## src/rtl/cpu_pkg.sv

```systemverilog
// Shared CPU-side types and constants used by the program loader and its helpers.
package cpu_pkg;

    localparam int WORD_W = 32;
    localparam int BYTE_W = 8;

    typedef enum logic [2:0] {
        IDLE,
        HDR_HI,
        HDR_LO,
        DATA,
        CHK,
        DONE,
        ERR
    } loader_state_t;

endpackage

```

## src/rtl/imem_loader_word_assembler.sv

```systemverilog
// Shifts big-endian bytes into a 32-bit word and pulses o_wordValid the cycle after the 4th byte.
module word_assembler
    import cpu_pkg::*;
(
    input  logic              clock,
    input  logic              reset,
    input  logic              i_clear,
    input  logic              i_valid,
    input  logic [BYTE_W-1:0] i_byte,
    output logic [1:0]        o_byteIdx,
    output logic [WORD_W-1:0] o_word,
    output logic              o_wordValid
);

    logic [WORD_W-BYTE_W-1:0] r_shift;
    logic [1:0]               r_byteIdx;
    logic [WORD_W-1:0]        r_word;
    logic                     r_wordValid;

    // The finished word is latched separately so it stays put while the next word shifts in.
    always_ff @(posedge clock) begin
        if (!reset) begin
            r_shift     <= '0;
            r_byteIdx   <= '0;
            r_word      <= '0;
            r_wordValid <= 1'b0;
        end else begin
            r_wordValid <= 1'b0;
            if (i_clear) begin
                r_shift   <= '0;
                r_byteIdx <= '0;
            end else if (i_valid) begin
                r_shift   <= {r_shift[WORD_W-2*BYTE_W-1:0], i_byte};
                r_byteIdx <= r_byteIdx + 2'd1;
                if (r_byteIdx == 2'd3) begin
                    r_word      <= {r_shift, i_byte};
                    r_wordValid <= 1'b1;
                end
            end
        end
    end

    assign o_byteIdx   = r_byteIdx;
    assign o_word      = r_word;
    assign o_wordValid = r_wordValid;

endmodule

```

## src/rtl/imem_loader.sv

```systemverilog
// Program loader: parses a framed byte stream into IMem writes and releases the CPU on a verified load.
module imem_loader
    import cpu_pkg::*;
#(
    parameter int ADDR_W = 5
) (
    input  logic              clock,
    input  logic              reset,
    input  logic              start,
    input  logic              in_valid,
    input  logic [BYTE_W-1:0] in_byte,
    output logic              in_ready,
    output logic              imem_we,
    output logic [ADDR_W-1:0] imem_addr,
    output logic [WORD_W-1:0] imem_wdata,
    output logic              cpu_reset,
    output logic              done,
    output logic              error
);

    localparam int DEPTH = 1 << ADDR_W;

    loader_state_t     r_state;
    loader_state_t     w_nextState;
    logic [15:0]       r_count;
    logic [15:0]       r_wordIdx;
    logic [BYTE_W-1:0] r_chk;
    logic [ADDR_W-1:0] r_addr;
    logic              r_cpuReset;
    logic              r_done;
    logic              r_error;

    logic              w_inReady;
    logic              w_xfer;
    logic              w_dataXfer;
    logic              w_lastByte;
    logic [15:0]       w_nFull;
    logic [1:0]        w_byteIdx;
    logic [WORD_W-1:0] w_word;
    logic              w_wordValid;

    assign w_inReady  = (r_state == HDR_HI) || (r_state == HDR_LO) ||
                        (r_state == DATA)   || (r_state == CHK);
    // A start pulse wins over a byte offered in the same cycle; that byte is dropped.
    assign w_xfer     = in_valid && w_inReady && !start;
    assign w_dataXfer = w_xfer && (r_state == DATA);
    assign w_lastByte = w_dataXfer && (w_byteIdx == 2'd3);
    assign w_nFull    = {r_count[15:8], in_byte};

    word_assembler u_asm (
        .clock       (clock),
        .reset       (reset),
        .i_clear     (start),
        .i_valid     (w_dataXfer),
        .i_byte      (in_byte),
        .o_byteIdx   (w_byteIdx),
        .o_word      (w_word),
        .o_wordValid (w_wordValid)
    );

    always_comb begin
        w_nextState = r_state;
        if (start) begin
            w_nextState = HDR_HI;
        end else begin
            case (r_state)
                HDR_HI: if (w_xfer) w_nextState = HDR_LO;
                HDR_LO: begin
                    if (w_xfer) begin
                        if (w_nFull == 16'd0)
                            w_nextState = CHK;
                        else if ({1'b0, w_nFull} > 17'(DEPTH))
                            w_nextState = ERR;
                        else
                            w_nextState = DATA;
                    end
                end
                DATA: if (w_lastByte && (r_wordIdx + 16'd1 == r_count)) w_nextState = CHK;
                CHK:  if (w_xfer) w_nextState = (in_byte == r_chk) ? DONE : ERR;
                default: w_nextState = r_state;
            endcase
        end
    end

    // Status outputs are registered from the next state so they line up with the state itself.
    always_ff @(posedge clock) begin
        if (!reset) begin
            r_state    <= IDLE;
            r_cpuReset <= 1'b0;
            r_done     <= 1'b0;
            r_error    <= 1'b0;
        end else begin
            r_state    <= w_nextState;
            r_cpuReset <= (w_nextState == DONE);
            r_done     <= (w_nextState == DONE);
            r_error    <= (w_nextState == ERR);
        end
    end

    always_ff @(posedge clock) begin
        if (!reset) begin
            r_count   <= '0;
            r_wordIdx <= '0;
            r_chk     <= '0;
            r_addr    <= '0;
        end else if (start) begin
            r_count   <= '0;
            r_wordIdx <= '0;
            r_chk     <= '0;
        end else begin
            if (w_xfer && (r_state == HDR_HI)) r_count[15:8] <= in_byte;
            if (w_xfer && (r_state == HDR_LO)) r_count[7:0]  <= in_byte;
            if (w_xfer && (r_state != CHK))    r_chk         <= r_chk ^ in_byte;
            if (w_lastByte) begin
                r_addr    <= r_wordIdx[ADDR_W-1:0];
                r_wordIdx <= r_wordIdx + 16'd1;
            end
        end
    end

    assign in_ready   = w_inReady;
    assign imem_we    = w_wordValid;
    assign imem_addr  = r_addr;
    assign imem_wdata = w_word;
    assign cpu_reset  = r_cpuReset;
    assign done       = r_done;
    assign error      = r_error;

endmodule
```

## config.mk

```make
export PLATFORM = sky130hd
export DESIGN_NAME = imem_loader
export DESIGN_NICKNAME = d
export VERILOG_FILES = /design/src/rtl/cpu_pkg.sv /design/src/rtl/imem_loader_word_assembler.sv /design/src/rtl/imem_loader.sv
export SDC_FILE = /design/constraint.sdc
export NUM_CORES = 1
export LEC_CHECK = 0
export ABC_AREA = 0
export CAP_MARGIN = 40
export CORE_MARGIN = 3
export CORE_UTILIZATION = 51
export DETAILED_ROUTE_END_ITERATION = 16
export GPL_TIMING_DRIVEN = 0
export PLACE_DENSITY = 0.72
export SKIP_CTS_REPAIR_TIMING = 1
export SYNTH_ARGS = -nofsm -noshare
export SYNTH_HDL_FRONTEND = slang
export SYNTH_HIERARCHICAL = 1
export SYNTH_SLANG_ARGS = --single-unit
```

## constraint.sdc

```tcl
create_clock -name clock -period 2 [get_ports clock]
set_input_delay 0.3 -clock clock [delete_from_list [all_inputs] [get_ports clock]]
set_output_delay 0.3 -clock clock [all_outputs]
set_load 0.005 [all_outputs]
```

==> qor_table.md <==
| Stage | Parameter | Reported |
|:---|:---|:---|
| outcome | Result of the run | finished with violations |
| outcome | Violated checks | setup timing |
| clock network | Clock Tree Root | clkbuf_8 |
| power and ir drop | Part of the power in registers | 0.588 |
| clock network | Total clock sinks | 109 |
| timing | Number of max-slew violations in the final report | 0 |
| synthesis | Mux contribution to synthesized area | 0.149 |
| power and ir drop | Share of total power in combinational logic | 0.061 |
| flow run | Maximum Capacitance Violations | 0 |
| die | Initial Util | 0.535 |
| synthesis | Netlist cell types | 53 |
| worst setup path | Kind of cell with the highest combined delay on the critical path | compound AO/OA/AOI/OAI gates |
| synthesis | Post-synthesis simple-gate area fraction | 0.212 |
| timing | Shortest period the worst path allows | 2190 ps |
| worst setup path | Critical Path RT | 2270 ps |
| timing | Final period utilization | 1.09 |
| die | Count of boundary I/O pins | 54 |
| power and ir drop | PD cells | 597 nW/um^2 |
| route | Count of vias placed by the detailed router | 4216 |
| grt | Total Routing Usage GR | 0.212 |
| final layout | Fraction of layout cells with a size suffix above 1 | 0.150 |
| grt | Overflow left after global routing | 0 |
| synthesis | Adder-cell share of the synthesized area | 0.00494 |
| power and ir drop | Share of total power consumed by net switching | 0.255 |
| worst setup path | Cell-by-cell trace of the critical path | ha_4, and3_4, nor4_4, a22oi_2, o21ai_1, a31o_1, a41oi_2, a21o_2, and3b_1 |
| grt | Maximum number of pins on one net before global-route repair | 20 |
| worst setup path | Levels on crit path | 9 |
| timing | Maximum frequency from static timing analysis | 457 MHz |
| worst setup path | Endpoint of the worst setup timing path | done |
| clock network | CTS tree | built |
| synthesis | Most instantiated flip-flop cell in the synthesis netlist | dfxtp_1 |
| die | Height of the die | 106 um |
| route | Via/cell ratio | 5.38 |
| place | Quantity of I/O buffers inserted on ports | 53 |
| route | Antenna violation net count after detailed routing | 0 |
| power and ir drop | Static leakage | 2.30 nW |
| power and ir drop | Total power | 3.73 mW |
| worst setup path | CP endpoint kind | register |
| clock network | Clock input transition at the sequential cells of the worst setup and hold paths | 110 ps |
| die | Core ar. | 9460 sq um |
| timing | Remaining max-slew budget at the tightest pin | 0.644 |
| final layout | Commonest cells after routing, fill and taps aside | nand2_1 (101), dfxtp_1 (98), mux2i_1 (74) |
| worst hold path | Class of the worst hold path | in2reg |
| final layout | Number of antenna cells inserted | 0 |
| final layout | Most common cell after layout, fill and taps aside | nand2_1 |
| route | Number of remaining DRC errors | 0 |
| power and ir drop | Peak VDD IR | 0.464 mV |
| place | Gpl congestion | 0.886 |
| worst setup path | Worst-path maximum fanout | 7 |
| die | Die area | 11200 sq um |
| timing | Tightest Pin Transition | 535 ps |
| synthesis | Flip-flop and latch count after synthesis | 109 |
| worst setup path | Type of origin of the critical path | register |
| power and ir drop | Clock power share | 0.352 |
| route | DRC marker count from the first detailed-route iteration | 184 |
| worst setup path | Crit Reg-Reg Startpoint | r_wordIdx[1] |
| route | First-pass iteration count of the detailed router | 5 |
| synthesis | Post-synth ARST share | 0 |
| worst setup path | Endpoint of the most critical register-to-register path | done |
| timing | Setup repair after global routing missed its margin | true |
| synthesis | Mapped Cells | 571 |
| final layout | Count of fill cells added during filler insertion | 816 |
| clock network | Buffer depth of the longest clock path | 2 |
| place | Placed wire-length estimate after detailed placement | 8.34 mm |
| timing | Endpoints failing hold | 0 |
| timing | Max Clock Skew | 12.8 ps |
| synthesis | Post-synthesis compound-gate area fraction | 0.0702 |
| synthesis | Warnings, synthesis | 6 |
| worst setup path | Crit path largest cell delay | 370 ps |
| synthesis | Mapped Avg Cell Area | 8.86 sq um |
| worst setup path | Data arrival time at the worst-slack endpoint | 2450 ps |
| die | Floorplan row count | 35 |
| grt | Number of antenna violations at the first check in global routing | 0 |
| timing | Final number of setup-violating endpoints | 14 |
| clock network | Htree depth | 3 |
| synthesis | Part of the Yosys area used for sequential elements | 0.431 |
| die | Die extent in x | 106 um |
| synthesis | Number of flops mapped to enable cells by yosys | 0 |
| timing | Post-route setup slack | -187 ps |
| clock network | Number of buffers added by the clock tree synthesis step | 9 |
| power and ir drop | Net Sw Power | 0.949 mW |
| grt | First-pass GRT wire length | 19.5 mm |
| worst setup path | First element of the critical path | r_wordIdx[1] |
| worst setup path | Crit path buf inv count | 0 |
| route | Routed wirelength normalized by instance count | 15.2 um |
| grt | Via count of the first global-routing pass | 4033 |
| final layout | Area Growth Syn to Fin | 23.4% |
| synthesis | Largest family of logic cells by synthesized area | simple AND/OR/NAND/NOR gates |
| worst setup path | Flop2flop setup slack | -190 ps |
| synthesis | Post-synth net total | 585 |
| final layout | NumNets Final | 663 |
| worst setup path | Worst r2r path cells | 9 |
| route | Total wire length | 11.9 mm |
| worst setup path | Type of the worst setup path | reg2reg |
| synthesis | Share of the synthesized netlist area taken by xor and xnor gates | 0.0813 |
| power and ir drop | Total internal power | 2.78 mW |
| worst setup path | Slowest cell on crit path | dfxtp_4 |
| clock network | Worst-skew pair later-pin latency | 370 ps |
| synthesis | Area of the mapped netlist | 5060 sq um |
| place | Setup slack at placement | -711 ps |
## metrics by stage
stage               std cells  cell area, sq um  hold WS, ps  TNS (ps)   util
global placement          753              5770          443    -18700  0.610
CTS                       769              5960          469     -5200  0.630
floorplan                 571              5080          422         0      -
detailed placement        753              5770          446    -23060  0.610
finish                    783              6250          357      -787  0.660
global route              783              6250          384     -2470  0.660
## worst register-to-register path, stage by stage (launching register included)
cell and delay, ps:
dfxtp_4 370, ha_4 180, and3_4 220, nor4_4 290, a22oi_2 90, o21ai_1 170, a31o_1 190, a41oi_2 170
a21o_2 250, and3b_1 160
## logic make-up after synthesis
group / count (synthesis)
compound gates: 54
xor+xnor: 47
fa+ha+maj: 2
buf+inv: 48
flops: 109
mux: 75
simple gates: 236
## Yosys cell counts (2+ instances only)
master	number	area [sq um]
or3_1	7	43.8
inv_1	8	30.0
o31ai_1	2	15.0
nand3_1	9	45.0
and3b_1	2	17.5
a21oi_1	15	75.1
and4_1	2	17.5
buf_2	10	50.1
clkbuf_1	14	52.6
buf_6	6	67.6
or4_1	3	22.5
o21ai_1	3	15.0
nor2_1	73	274
nand3_2	2	20.0
ha_1	2	25.0
mux2i_1	74	741
nor3_2	3	30.0
xnor2_1	21	184
a31oi_1	3	18.8
o21bai_1	2	15.0
nand2_1	102	383
a21boi_0	5	37.5
nor4_1	3	18.8
and3_1	5	31.3
nand2b_1	5	31.3
and2_1	2	12.5
buf_1	2	7.51
nand4_1	5	31.3
o21ai_0	11	55.1
buf_4	7	52.6
xor2_1	26	228
nor3_1	8	40.0
dfxtp_1	109	2180
## power by group through the flow
| stage | sequential, mW | clock (mW) | combinational, mW |
|---|---|---|---|
| final | 2.19 | 1.31 | 0.226 |
| after global routing | 2.19 | 1.42 | 0.247 |
| after CTS | 2.19 | 1.34 | 0.211 |
| after detailed placement | 2.24 | 0 | 0.210 |
| after global placement | 2.24 | 0 | 0.207 |
| after floorplan | 2.24 | 0 | 0.128 |
## per-layer routing
metal	track usage	vias up	share of wire
met5	0	-	0
met3	0.0435	25	0.052
met4	0.0537	0	0.018
met1	0.283	1988	0.46
li1	-	2078	-
met2	0.351	125	0.47
## worst min-delay path by stage
| stage | from | end | slack, ps | cells past startpoint |
|---|---|---|---|---|
| after detailed placement | u_asm/o_word[11] | u_asm/o_word[11] | 450 | 2 |
| final | in_byte[1] | u_asm/o_word[1] | 360 | 3 |
| after floorplan | reset | r_state[0] | 420 | 1 |
| after CTS | u_asm/o_word[9] | u_asm/o_word[9] | 470 | 2 |
| after global placement | u_asm/o_word[5] | u_asm/o_word[5] | 440 | 2 |
| after global routing | in_byte[4] | u_asm/o_word[4] | 380 | 3 |
## registers in the layout, indices dropped and copies added, names as in the netlist
register,flops
u_asm/o_word,32
u_asm/r_shift,24
r_count,16
r_wordIdx,16
r_chk,8
imem_addr,5
r_state,3
u_asm/o_byteIdx,2
done,1
error,1
u_asm/o_wordValid,1
## area by class of cell
class / instances / area, sq um / share of cell area
multi-input cells: 414 / 2750 / 0.440
flip-flops and latches: 109 / 2200 / 0.352
repair buffers: 69 / 672 / 0.108
plain buffers: 37 / 238 / 0.0381
well taps: 129 / 161 / 0.0258
clock buffers: 10 / 138 / 0.0220
clock inverters: 6 / 55.1 / 0.00881
inverters: 9 / 33.8 / 0.00541
(Power assumes the default switching activity.)
